===== src/rtl/bzone_sound_pkg.sv =====
// Shared types and constants for the Battlezone sound CPU interface.
package bzone_sound_pkg;

  typedef logic [3:0] vol_t;

  localparam logic [15:0] CRASH_ADDR_DEFAULT = 16'h1840;

  typedef enum logic [1:0] {
    IDLE  = 2'd0,
    DECAY = 2'd1,
    MUTED = 2'd2
  } bang_vol_state_t;

endpackage


===== src/rtl/bang_volume_ctrl_tick_divider.sv =====
// Divides the 48 kHz strobe by SLEW_DIV; step_o pulses on the tick that
// completes each group of SLEW_DIV ticks.
module tick_divider #(
  parameter int SLEW_DIV = 240
) (
  input  logic clk_i,
  input  logic clr_i,
  input  logic tick_i,
  output logic step_o
);

  localparam int W = $clog2(SLEW_DIV + 1);

  logic [W-1:0] cnt_q, cnt_d;
  logic         wrap;

  assign wrap   = (cnt_q == W'(SLEW_DIV - 1));
  assign step_o = tick_i && wrap && !clr_i;

  always_comb begin
    cnt_d = cnt_q;
    if (clr_i)       cnt_d = '0;
    else if (tick_i) cnt_d = wrap ? '0 : cnt_q + W'(1);
  end

  always_ff @(posedge clk_i) begin
    cnt_q <= cnt_d;
  end

endmodule


===== src/rtl/bang_volume_ctrl.sv =====
// Crash volume producer: decodes CPU writes, attacks instantly and decays
// one step per SLEW_DIV 48 kHz ticks toward the written target.
//
// state | meaning
// IDLE  | crsh equals target (or was set directly)
// DECAY | crsh above target, stepping down on divider pulses
// MUTED | output forced to 0, target still tracks writes
module bang_volume_ctrl
  import bzone_sound_pkg::*;
#(
  parameter logic [15:0] CRASH_ADDR = CRASH_ADDR_DEFAULT,
  parameter int          SLEW_DIV   = 240
) (
  input  logic        clk,
  input  logic        rst,
  input  logic        clk_en_48KHz,
  input  logic [15:0] cpu_addr,
  input  logic [7:0]  cpu_din,
  input  logic        cpu_we,
  input  logic        mute,
  output logic [3:0]  crsh,
  output logic        busy
);

  bang_vol_state_t state_q, state_d;
  vol_t            crsh_q, crsh_d;
  vol_t            target_q, target_d;

  logic write_hit;
  logic step;
  logic div_clr;
  vol_t din_vol;
  logic unused_din;

  assign write_hit  = cpu_we && (cpu_addr == CRASH_ADDR);
  assign din_vol    = cpu_din[3:0];
  assign unused_din = ^cpu_din[6:4];

  // Any higher-priority event restarts the prescaler so the next step is a full period away.
  assign div_clr = rst || mute || write_hit || (state_q != DECAY);

  tick_divider #(.SLEW_DIV(SLEW_DIV)) u_div (
    .clk_i  (clk),
    .clr_i  (div_clr),
    .tick_i (clk_en_48KHz),
    .step_o (step)
  );

  always_comb begin
    state_d  = state_q;
    crsh_d   = crsh_q;
    target_d = target_q;
    if (write_hit) target_d = din_vol;

    if (mute) begin
      state_d = MUTED;
      crsh_d  = '0;
    end else if (state_q == MUTED) begin
      state_d = IDLE;
      crsh_d  = write_hit ? din_vol : target_q;
    end else if (write_hit) begin
      if ((din_vol >= crsh_q) || cpu_din[7]) begin
        crsh_d  = din_vol;
        state_d = IDLE;
      end else begin
        state_d = DECAY;
      end
    end else if ((state_q == DECAY) && step) begin
      if (crsh_q > target_q) begin
        crsh_d = crsh_q - 4'd1;
        if ((crsh_q - 4'd1) == target_q) state_d = IDLE;
      end else begin
        state_d = IDLE;
      end
    end
  end

  always_ff @(posedge clk) begin
    if (rst) begin
      state_q  <= IDLE;
      crsh_q   <= '0;
      target_q <= '0;
    end else begin
      state_q  <= state_d;
      crsh_q   <= crsh_d;
      target_q <= target_d;
    end
  end

  assign crsh = crsh_q;
  assign busy = (state_q == DECAY);

endmodule

===== config.mk =====
export PLATFORM = sky130hd
export DESIGN_NAME = bang_volume_ctrl
export DESIGN_NICKNAME = d
export VERILOG_FILES = /design/src/rtl/bzone_sound_pkg.sv /design/src/rtl/bang_volume_ctrl_tick_divider.sv /design/src/rtl/bang_volume_ctrl.sv
export SDC_FILE = /design/constraint.sdc
export NUM_CORES = 1
export LEC_CHECK = 0
export CAP_MARGIN = 20
export CELL_PAD_IN_SITES_DETAIL_PLACEMENT = 0
export CELL_PAD_IN_SITES_GLOBAL_PLACEMENT = 1
export CORE_AREA = 3 3 65 91
export CTS_BUF_LIST = sky130_fd_sc_hd__clkbuf_4 sky130_fd_sc_hd__clkbuf_8 sky130_fd_sc_hd__clkbuf_16
export CTS_CLUSTER_SIZE = 8
export DETAILED_ROUTE_END_ITERATION = 8
export DIE_AREA = 0 0 68 94
export GPL_TIMING_DRIVEN = 0
export PLACE_DENSITY = 0.6
export SYNTH_ARGS = -nofsm -noshare
export SYNTH_HDL_FRONTEND = slang
export SYNTH_HIERARCHICAL = 1
export SYNTH_SLANG_ARGS = --single-unit

===== constraint.sdc =====
create_clock -name clk -period 2.95 [get_ports clk]
set_clock_uncertainty 0.1 [all_clocks]
set_input_delay 0.4425 -clock clk [delete_from_list [all_inputs] [get_ports clk]]
set_output_delay 0.4425 -clock clk [all_outputs]
set_load 0.005 [all_outputs]

==> results.py <==
metrics = {
    "logic_synthesis": {
        "yosys_warnings": 6,
        "synth_compound_area_share_pct": 17.9,
        "synth_edf_count": 0,
        "synth.area.top_cells": "dfxtp_1 28%, ha_1 9.9%, mux2i_1 5.5%, inv_1 3.9%, nor2_1 3.9%",
        "synthCells": 153,
        "synth_top_family_by_area": "simple AND/OR/NAND/NOR gates",
        "postSynthRegisterBits": 18,
        "yosysSeqAreaShare_pct": 28.5,
        "async_flop_share_pct": 0,
        "yosys.area_share.adder_pct": 9.89,
        "synth_top_area_share_pct": 28.5,
        "synth_most_common_cell": "dfxtp_1",
        "yosysUniqueCellTypes": 44,
        "synth_mux_area_share_pct": 5.54,
        "synth_xor_xnor_area_share_pct": 6.63,
        "yosys.area_share.simple_pct": 25.7,
        "syn_nets": 192,
        "yosysTopAreaCell": "dfxtp_1",
        "synth.cells.most_frequent": "18 x dfxtp_1, 13 x inv_1, 13 x nor2_1",
        "synth_area_sq_um": 1260,
        "ys.flop_type": "dfxtp_1",
        "syn_avg_cell_area_sq_um": 8.27,
    },
    "sta": {
        "finalCritPeriodShare_pct": 94.8,
        "rsz0062_at_grt": "no",
        "finalSetupViolCount": 0,
        "hold_viol_final": 0,
        "fin_crit_ns": 2.80,
        "timing.fmax_mhz": 357,
        "setup_tns_ns": 0,
        "tightest_slew_ns": 0.553,
        "max-slew-margin-rel_pct": 62.8,
        "final_max_slew_viol_count": 0,
    },
    "cells_and_area": {
        "fin_util_pct": 34.9,
        "nNetsFinal": 234,
        "drive_gt1_share_pct": 14.9,
        "synthToLayoutAreaGrowth_pct": 43.2,
        "antenna_cells": 0,
    },
    "detailed_routing": {
        "ant_nets": 0,
        "wl_per_cell_um": 13.3,
        "totalWireLength_mm": 3.45,
        "drt_pass1_iterations": 4,
        "post_drt_via_cell_ratio": 4.92,
        "drc": 0,
        "drtIter0Drc": 49,
        "vias": 1280,
    },
    "setup_path": {
        "cp_max_fo": 2,
        "r2r-end": "crsh[3]",
        "startpoint": "cpu_addr[2]",
        "crit_path_cell_trace": "dlygate4sd2_1, or4b_4, or4_4, or2_1, buf_6, nand3_4, nor4_4, nand3b_1, o2bb2ai_2, a21oi_2, buf_4, mux2i_1",
        "end_kind": "flop",
        "rr_worst_depth": 8,
        "arrival_ns": 2.89,
        "critPathRequiredTime_ns": 3.04,
        "crit_path_top_delay_cell": "or4b_4",
        "rr_startpoint": "u_div/cnt_q[0]",
        "reg2reg_setup_slack_ns": 0.74,
        "crit_path_start_kind": "input port",
        "max_stage_delay_ns": 0.53,
        "crit_path_end": "crsh[2]",
        "path_class": "input port to flop",
    },
    "clock_tree": {
        "cts.sinks": 18,
        "clkLatencyLatePin_ns": 0.26,
        "cts_tree": "yes",
        "cts_hold_buffers": 0,
        "root_buffer": "clkbuf_8",
        "clkTransAtPathRegs_ns": 0.07,
        "cts_made_buffers": 3,
        "htreeDepth": 1,
        "cts_max_path_buffers": 2,
    },
    "outcome": {
        "status": "complete, no violations",
    },
    "grt": {
        "grt_pass1_vias": 1330,
        "grt_pass1_wl_mm": 5.83,
        "grt_max_degree": 11,
        "grt_use_total_pct": 11.9,
        "overflow": 0,
        "antenna_found_initial": 0,
    },
    "die": {
        "die-area_sq_um": 6390,
        "core-area_sq_um": 5200,
        "die_h_um": 94,
        "start_util_pct": 24.3,
        "num_rows": 31,
        "die_w_um": 68,
        "ios": 34,
    },
    "job": {
        "cap_violations": 0,
    },
    "placement": {
        "routabilityCongestion": 0.813,
        "dpl.hpwl_mm": 2.78,
        "portBuffers": 29,
    },
    "pwr": {
        "power_density_nw_per_um2": 302,
        "ir_drop_mv": 0.118,
        "leakagePower_nw": 0.667,
    },
    "hold_path": {
        "hp-class": "input port to flop",
    },
}
kinds of logic after synthesis:
family                   Yosys count
AND/OR/NAND/NOR                   58
AO/OA/AOI/OAI                     34
XOR/XNOR                           8
multiplexers                       7
flip-flops                        18
buffers and inverters             18
adder cells (fa/ha/maj)           10
cells in the final DEF (no fill, tap or decap), drive strengths merged, types with 2 or more instances in the layout:
cell type / synthesis / routed
a31oi: 3 / 3
or4b: 2 / 2
a211oi: 2 / 2
a211o: 2 / 2
or4: 3 / 3
nor2b: 2 / 2
nor2: 13 / 13
nand2: 9 / 9
inv: 13 / 13
o21ai: 8 / 8
nor3: 5 / 5
clkbuf: 2 / 5
dfxtp: 18 / 18
clkdlybuf4s50: 0 / 21
mux2i: 7 / 7
xnor2: 4 / 4
ha: 10 / 10
buf: 3 / 12
nand4: 3 / 3
nand3b: 4 / 4
nand2b: 3 / 3
nand3: 5 / 5
a21oi: 10 / 10
a21boi: 2 / 2
dlygate4sd2: 0 / 8
xor2: 3 / 3
or2: 3 / 3
nor4: 2 / 2
critical path: cells and delay by family:
family | cells | cell delay [ns]
mux | 1 | 0.17
simple gates | 6 | 1.54
buf+inv | 3 | 0.51
compound gates | 2 | 0.23
what timing repair did:
item / CTS / global route
cloned: 0 / 0
buffers inserted: 10 / 0
gates resized for setup: 19 / 4
endpoints found under the setup margin: 5 / 5
pin swaps: 9 / 5
flip-flops by register name (all words and copies together) (netlist names):
register	cells
crsh	4
state_q	2
u_div/cnt_q	8
target_q	4
worst min path at each step:
stage	from	end	cells after the start	slack, ns
6_report	clk_en_48KHz	u_div/cnt_q[1]	3	0.39
5_1_grt	clk_en_48KHz	u_div/cnt_q[1]	3	0.43
4_1_cts	clk_en_48KHz	u_div/cnt_q[1]	3	0.40
3_5_place_dp	u_div/cnt_q[6]	u_div/cnt_q[6]	2	0.41
3_3_place_gp	u_div/cnt_q[6]	u_div/cnt_q[6]	2	0.39
2_1_floorplan	target_q[3]	target_q[3]	2	0.37
where the power goes:
group | internal [W] | leakage, nW | switching [W] | total [W]
combinational | 0.0000551 | 0.493 | 0.0000367 | 0.0000918
sequential | 0.000245 | 0.145 | 0.00000364 | 0.000249
clock | 0.000119 | 0.0288 | 0.0000884 | 0.000207
total | 0.000419 | 0.667 | 0.000129 | 0.000548
routing by layer:
layer  up-vias  wire (um)  track usage, %
li1        636          -               -
met2        39       1950            22.7
met1       598       1310            12.8
met5         -          0               0
met3         7        128            1.68
met4         0         57            3.65
through the flow:
stage	setup slack, ns	hold WS [ns]	instance area, sq um	power (W)	cells
2_1_floorplan	0.0329	0.368	1270	0.000298	153
3_3_place_gp	-0.697	0.388	1640	0.000343	248
3_5_place_dp	-0.739	0.410	1640	0.000345	248
4_1_cts	0.0426	0.397	1820	0.000552	262
5_1_grt	0.0246	0.428	1810	0.000581	260
6_report	0.153	0.394	1810	0.000548	260
final cells by class:
class / instances / area, sq um
multi-input cells: 117 / 887
inverters: 13 / 48.8
repair buffers: 39 / 355
clock buffers: 4 / 55.1
flip-flops and latches: 18 / 360
plain buffers: 3 / 22.5
well taps: 66 / 82.6
fillers: 576 / 3390
Note: power is estimated with default switching activity, not from simulation.
